### config.mk
export PLATFORM = sky130hd
export DESIGN_NAME = uart_tx_cfg
export DESIGN_NICKNAME = d
export VERILOG_FILES = /design/src/rtl/uart_tx_cfg.sv
export SDC_FILE = /design/constraint.sdc
export NUM_CORES = 1
export LEC_CHECK = 0
export BUFFER_PORTS_ARGS = -buffer_cell sky130_fd_sc_hd__buf_2
export CAP_MARGIN = 20
export CORE_UTILIZATION = 45
export CTS_CLUSTER_SIZE = 20
export DETAILED_ROUTE_END_ITERATION = 7
export GPL_ROUTABILITY_DRIVEN = 0
export PLACE_DENSITY_LB_ADDON = 0.2
export SLEW_MARGIN = 20
export SYNTH_ARGS = -nofsm -noshare
export SYNTH_HDL_FRONTEND = slang
export SYNTH_SLANG_ARGS = --single-unit
### constraint.sdc
create_clock -name CLK -period 3.9 [get_ports CLK]
set_clock_uncertainty 0.1 [all_clocks]
set_input_delay 0.39 -clock CLK [delete_from_list [all_inputs] [get_ports CLK]]
set_output_delay 0.39 -clock CLK [all_outputs]
set_load 0.005 [all_outputs]
### src/rtl/uart_tx_cfg.sv
// Runtime-configurable UART transmitter: start bit, 1..DATA_WIDTH data bits LSB first,
// optional even/odd parity, one or two stop bits, each bit lasting PRESCALE+1 clocks.
module uart_tx_cfg #(
    parameter int DATA_WIDTH     = 8,
    parameter int PRESCALE_WIDTH = 16,
    parameter int LEN_WIDTH      = 4
) (
    input  logic                      CLK,
    input  logic                      RST,
    input  logic [DATA_WIDTH-1:0]     P_DATA,
    input  logic                      DATA_VALID,
    input  logic [LEN_WIDTH-1:0]      DATA_LEN,
    input  logic                      PAR_EN,
    input  logic                      PAR_TYP,
    input  logic                      STOP2,
    input  logic [PRESCALE_WIDTH-1:0] PRESCALE,
    output logic                      TX_OUT,
    output logic                      busy
);

    localparam logic [LEN_WIDTH-1:0] MAX_LEN = LEN_WIDTH'(DATA_WIDTH);
    localparam logic [LEN_WIDTH-1:0] ONE_LEN = LEN_WIDTH'(1);
    localparam logic [PRESCALE_WIDTH-1:0] ONE_PRE = PRESCALE_WIDTH'(1);

    typedef enum logic [2:0] {
        S_IDLE,
        S_START,
        S_DATA,
        S_PARITY,
        S_STOP1,
        S_STOP2
    } state_t;

    state_t                      state_reg, state_next;
    logic [DATA_WIDTH-1:0]       shift_reg, shift_next;
    logic [LEN_WIDTH-1:0]        len_reg, len_next;
    logic                        par_en_reg, par_en_next;
    logic                        parity_reg, parity_next;
    logic                        stop2_reg, stop2_next;
    logic [PRESCALE_WIDTH-1:0]   prescale_reg, prescale_next;
    logic [PRESCALE_WIDTH-1:0]   pre_cnt_reg, pre_cnt_next;
    logic [LEN_WIDTH-1:0]        bit_cnt_reg, bit_cnt_next;
    logic                        tx_reg, tx_next;
    logic                        busy_reg, busy_next;

    logic [LEN_WIDTH-1:0]        len_eff;
    logic [DATA_WIDTH-1:0]       len_mask;
    logic                        par_bit;
    logic                        tick;
    logic [DATA_WIDTH-1:0]       shifted;

    // Out-of-range lengths fall back to the full word width.
    assign len_eff = ((DATA_LEN == '0) || (DATA_LEN > MAX_LEN)) ? MAX_LEN : DATA_LEN;

    // Parity is computed once at acceptance, over only the bits that will be sent.
    generate
        for (genvar gi = 0; gi < DATA_WIDTH; gi++) begin : g_mask
            assign len_mask[gi] = (LEN_WIDTH'(gi) < len_eff);
        end
    endgenerate

    assign par_bit = (^(P_DATA & len_mask)) ^ PAR_TYP;
    assign tick    = (pre_cnt_reg == prescale_reg);
    assign shifted = shift_reg >> 1;

    always_ff @(posedge CLK) begin
        if (RST) begin
            state_reg    <= S_IDLE;
            shift_reg    <= '0;
            len_reg      <= '0;
            par_en_reg   <= 1'b0;
            parity_reg   <= 1'b0;
            stop2_reg    <= 1'b0;
            prescale_reg <= '0;
            pre_cnt_reg  <= '0;
            bit_cnt_reg  <= '0;
            tx_reg       <= 1'b1;
            busy_reg     <= 1'b0;
        end else begin
            state_reg    <= state_next;
            shift_reg    <= shift_next;
            len_reg      <= len_next;
            par_en_reg   <= par_en_next;
            parity_reg   <= parity_next;
            stop2_reg    <= stop2_next;
            prescale_reg <= prescale_next;
            pre_cnt_reg  <= pre_cnt_next;
            bit_cnt_reg  <= bit_cnt_next;
            tx_reg       <= tx_next;
            busy_reg     <= busy_next;
        end
    end

    always_comb begin
        state_next    = state_reg;
        shift_next    = shift_reg;
        len_next      = len_reg;
        par_en_next   = par_en_reg;
        parity_next   = parity_reg;
        stop2_next    = stop2_reg;
        prescale_next = prescale_reg;
        pre_cnt_next  = pre_cnt_reg;
        bit_cnt_next  = bit_cnt_reg;
        tx_next       = tx_reg;

        if (state_reg != S_IDLE) begin
            pre_cnt_next = tick ? '0 : pre_cnt_reg + ONE_PRE;
        end

        // tx_next always carries the level of the bit the FSM is entering,
        // so the line changes on the same edge as the state.
        case (state_reg)
            S_IDLE: begin
                tx_next      = 1'b1;
                pre_cnt_next = '0;
                if (DATA_VALID) begin
                    shift_next    = P_DATA;
                    len_next      = len_eff;
                    par_en_next   = PAR_EN;
                    parity_next   = par_bit;
                    stop2_next    = STOP2;
                    prescale_next = PRESCALE;
                    bit_cnt_next  = '0;
                    state_next    = S_START;
                    tx_next       = 1'b0;
                end
            end
            S_START: begin
                if (tick) begin
                    state_next   = S_DATA;
                    bit_cnt_next = '0;
                    tx_next      = shift_reg[0];
                end
            end
            S_DATA: begin
                if (tick) begin
                    if (bit_cnt_reg == len_reg - ONE_LEN) begin
                        if (par_en_reg) begin
                            state_next = S_PARITY;
                            tx_next    = parity_reg;
                        end else begin
                            state_next = S_STOP1;
                            tx_next    = 1'b1;
                        end
                    end else begin
                        bit_cnt_next = bit_cnt_reg + ONE_LEN;
                        shift_next   = shifted;
                        tx_next      = shifted[0];
                    end
                end
            end
            S_PARITY: begin
                if (tick) begin
                    state_next = S_STOP1;
                    tx_next    = 1'b1;
                end
            end
            S_STOP1: begin
                tx_next = 1'b1;
                if (tick) begin
                    state_next = stop2_reg ? S_STOP2 : S_IDLE;
                end
            end
            S_STOP2: begin
                tx_next = 1'b1;
                if (tick) begin
                    state_next = S_IDLE;
                end
            end
            default: begin
                state_next = S_IDLE;
                tx_next    = 1'b1;
            end
        endcase

        busy_next = (state_next != S_IDLE);
    end

    assign TX_OUT = tx_reg;
    assign busy   = busy_reg;

endmodule

# --- Word level (Yosys, flattened, before mapping) ---
# Cells that the tools add are included.
op_classes:
  bitwise: 2
  reduce_logical: 13
  n_mux: 28
  n_addsub: 3
  n_eq_ne: 12
  magnitude_cmp: 9
ops:
  columns: ["op", "count"]
  rows:
  - ["$mux 3", 9]
  - ["$mux 8", 3]
  - ["$mux 4", 5]
  - ["$pmux 3 s6", 1]
  - ["$add 16x1->16 const B", 1]
  - ["$eq 16x16->1", 1]
  - ["$lt 3x4->1 const A", 4]
  - ["$mux 16", 1]
  - ["$pmux 8 s2", 1]
  - ["$pmux 4 s3", 1]
  - ["$ne 2x2->1 const B", 5]
  - ["$reduce_bool 3->1", 3]
  - ["$and 8x8->8", 1]
  - ["$lt 1x4->1 const A", 2]
  - ["$lt 2x4->1 const A", 2]
  - ["$reduce_xor 8->1", 1]
  - ["$eq 3x2->1 const B", 2]
  - ["$eq 3x3->1 const B", 2]
  - ["$mux 1", 6]
  - ["$reduce_and 5->1", 1]
  - ["$add 4x1->4 const B", 1]
  - ["$eq 4x4->1", 1]
  - ["$gt 4x4->1 const B", 1]
  - ["$logic_not 4->1", 1]
  - ["other kinds (11)", 11]
word_totals:
  register_bits: 56
  elab_cells: 78
  input_bits: 34

# --- Depth between registers and ports, before layout ---
depth:
  ltp_word: 7
  mapped_depth: 9
  depth_no_buf: 8

# --- Least setup slack after synthesis ---
# No wires, ideal clock.
synth_path:
  kind: "register -> register"
  from: "reg len_reg[0]"
  to: "reg tx_reg, in the netlist TX_OUT"
  period_less_slack_ns: 2.238
  arrival_ns: 2.011
  setup_slack_ns: 1.662
  n_path_buf: 0
  stages_incl_launch_ff: 9
  setup_ns: 0.127
  path_cell_list: "dfxtp_1 -> inv_1 -> ha_1 -> xnor2_1 -> nor4_1 -> a22oi_4 -> mux2_2 -> a211oi_1 -> a21oi_1"
synth_via:
  elab_chain_len: 5
synth_lines:
  columns: ["element", "line_no", "text"]
  rows:
  - ["from (decl)", "36", "logic [LEN_WIDTH-1:0] len_reg, len_next;"]
  - ["from (signal assigned)", "82", "len_reg <= len_next;"]
  - ["$sub 4x1->4", "137", "if (bit_cnt_reg == len_reg - ONE_LEN) begin"]
  - ["$eq 4x4->1", "137", null]
  - ["$mux 1", "137", null]
  - ["$mux 1", "136", "if (tick) begin"]
  - ["$pmux 1 s4", "112", "case (state_reg)"]
  - ["to (signal assigned)", "89", "tx_reg <= tx_next;"]
  - ["to (decl)", "43", "logic tx_reg, tx_next;"]
# No other way between the ends. The select of a mux whose other input is x is not followed.
# A chain may end at the register's enable or synchronous reset.

# --- Worst setup path in the final report ---
layout_path:
  from: "reg pre_cnt_reg[10]"
  to: "reg shift_reg[6]"
layout_via:
  elab_chain_len: 3
layout_lines:
  columns: ["element", "line_no", "text"]
  rows:
  - ["from (decl)", "41", "logic [PRESCALE_WIDTH-1:0] pre_cnt_reg, pre_cnt_next;"]
  - ["from (signal assigned)", "87", "pre_cnt_reg <= pre_cnt_next;"]
  - ["$eq 16x16->1", "63", "assign tick = (pre_cnt_reg == prescale_reg);"]
  - ["$ne 2x2->1 (no line)", null, null]
  - ["$reduce_and 4->1 (no line)", null, null]
  - ["to (signal assigned)", "81", "shift_reg <= shift_next;"]
  - ["to (decl)", "35", "logic [DATA_WIDTH-1:0] shift_reg, shift_next;"]
# No other way between the ends.

==> impl_results.md <==
- RR Endpoint: shift_reg[6]
- Worst hold stages: 3
- Critical Path RT: 4040 ps
- Root Buffer Master: clkbuf_8
- Filler cells: 598
- Worst Path Arrival: 2650 ps
- Final nets: 415
- Layout cells sized above 1: 14.25%
- Hold_buf cts: 0
- Gate Count Post-Synth: 354
- Most common cell in the netlist: nand2_1
- Final wirelength: 6.171 mm
- Number of vias per cell: 5.359
- Initial DRT Pass Iterations: 4
- Worst-path fanout max: 15
- Wire per inst: 13.59 um
- Num CTS Buffers: 5
- CTS tree: yes
- Clock slew at reported path FFs: 110 ps
- Static Leakage: 0.001203 uW
- Post-synth top flop: dfxtp_1
- Yosys cell types: 50
- Fmax: 398.4 MHz
- IO buf count: 35
- Grt ovf: 0
- Initial antenna violation count: 0
- Vias in the first global route: 2205
- Synth top area cells: dfxtp_1, nand2_1, xnor2_1, a21oi_1, nor2_1
- Final worst path period need: 2510 ps
- Core Area: 0.006061 mm^2
- Die H: 82.11 um
- Critical path cell sequence: xnor2_1 -> nand4_1 -> nor4_4 -> nor2_1 -> a211o_1 -> a21oi_1
- Hold Path Class: in2reg
- Final slew viol count: 0
- Clock Sinks: 56
- Min-Delay Endpoint: prescale_reg[14]
- Setup crit end kind: register
- Synthesized net count: 391
- Total die area: 0.006741 mm^2
- Latest clock arrival within the worst-skew pair: 320 ps
- R2r setup slk: 1390 ps
- Depth of the most critical reg-to-reg path: 6
- Fin area: 0.003169 mm^2
- Critical path's slowest cell: nor4_4
- Register area share after synthesis: 38.82%
- Worst VDD drop: 0.2114 mV
- # IOs: 36
- Outcome: finished clean
- # diodes: 0
- Synth Area per Inst: 8.158 um^2
- First-pass GRT wire length: 10.23 mm
- Hold Fails Final Rpt: 0
- Register area: 0.001121 mm^2
- Area leader, netlist: dfxtp_1
- CP Launch Type: register
- Dpl hpwl: 4.354 mm
- Hold_ws: 192.2 ps
- # rows: 28
- Seq cells post-synth: 56
- Area of the multi-input gates: 0.001655 mm^2
- Die width: 82.11 um
- Hold path startpoint: PRESCALE[14]
- Synth top cells by count: nand2_1, dfxtp_1, a21oi_1
- # DRC: 0
- H-tree depth: 2
- CTS Buffer Depth: 2
- RSZ-0062 raised after global routing: false
- Slew margin rel.: 38.36%
- EDFF count, synth: 0
- Design Power: 1340 uW
- GRT Total Usage: 19.86%
- Post-Syn Area: 0.002888 mm^2
- Crit path launch: pre_cnt_reg[10]
- Post-CTS Resized: 0
- Number of post-CTS setup repair buffers: 0
- Worst Tran Pin Value: 922.3 ps
- # setup viols final: 0
- CP Class: reg2reg
- PD cells: 422.7 mW/mm^2
- Area grow syn2layout: 9.749%
- Tcrit/Tclk final: 64.36%
- Bufs and invs on worst path: 0
- Antenna Nets Post-Route: 0
- Max Cap Viol: 0
- Asr flop ratio synth: 0%
- Routed via count: 2433
- RR Startpoint: pre_cnt_reg[10]
- Initial DRC Count: 113
- Yosys warns: 0
- Dpl cell area: 0.003075 mm^2
- Area share of the largest cell type after synthesis: 38.82%
- Starting density of the core: 47.65%
- Worst path max stage delay: 670 ps
- Setup tns final: 0 ps
- Largest net degree at the start of global routing: 41
- Top delay family on crit path: simple AND/OR/NAND/NOR gates
## placed cells by master, fill, tap and decap left out, types with 2 or more instances in the layout
cell type / count
a211o_1: 8
a211oi_1: 2
a21oi_1: 37
a31oi_1: 2
and2_1: 2
and3_1: 3
and4_1: 2
buf_2: 35
clkbuf_8: 5
dfxtp_1: 56
ha_1: 3
inv_1: 5
inv_6: 2
mux2i_1: 3
nand2_1: 68
nand2b_1: 2
nand3_1: 11
nand3b_1: 2
nand4_1: 8
nor2_1: 32
nor2b_1: 4
nor3_1: 5
nor3b_1: 2
o211ai_1: 2
o21ai_0: 6
o21ai_1: 6
o31ai_1: 3
or3_1: 2
or3b_1: 2
xnor2_1: 27
xor2_1: 12
## layer usage
layer | up-vias | routed length [um] | global-route usage, % | share of wire (%)
met5 | - | 0 | 0 | 0
met4 | 0 | 67 | 6.667 | 1.1
met3 | 7 | 199 | 3.736 | 3.2
met2 | 43 | 2621 | 30.58 | 42
met1 | 1122 | 3282 | 27.70 | 53
li1 | 1261 | - | - | -
## final cells by class
class	count	share of cell area, %
clock buffer	5	2.171
clock inverter	3	0.7896
multi-input combinational	273	52.23
sequential	56	35.37
tap	75	2.961
inverter	6	0.7106
timing repair buffer	36	5.764
## worst reg2reg max path, cell delays in order, from the launching register on
cell	delay [ps]
dfxtp_1	430
xnor2_1	170
nand4_1	170
nor4_4	670
nor2_1	410
a211o_1	330
a21oi_1	160
## cell families (layout without fill, tap and decap cells)
| kind of cell | Yosys count | in the layout | share of synthesized area, % |
|---|---|---|---|
| buffers and inverters | 25 | 50 | 3.856 |
| XOR/XNOR | 41 | 41 | 13.17 |
| AND/OR/NAND/NOR | 151 | 151 | 25.17 |
| multiplexers | 4 | 4 | 1.430 |
| flip-flops | 56 | 56 | 38.82 |
| adder cells (fa/ha/maj) | 3 | 3 | 1.300 |
| AO/OA/AOI/OAI | 74 | 74 | 16.25 |
## stage by stage
step | util [%] | instances | setup WS [ps]
2_1_floorplan | - | 354 | 1662
3_3_place_gp | 50.74 | 446 | 1488
3_5_place_dp | 50.74 | 446 | 1431
4_1_cts | 52.29 | 454 | 1425
5_1_grt | 52.29 | 454 | 1174
6_report | 52.29 | 454 | 1390
## worst max path at each step
stage                   endpoint  slack (ps)  cells past startpoint
floorplan                 TX_OUT        1660                      8
global placement    shift_reg[4]        1490                      6
detailed placement  shift_reg[6]        1430                      6
CTS                 shift_reg[6]        1430                      6
global route        shift_reg[6]        1170                      6
finish              shift_reg[6]        1390                      6
## where the power goes
part | internal, uW | switching [uW] | total, uW
clock | 131 | 207 | 338
combinational | 135 | 193 | 327
sequential | 625 | 48.6 | 674
total | 892 | 448 | 1340
No activity file was read; power rests on OpenSTA's default activity.
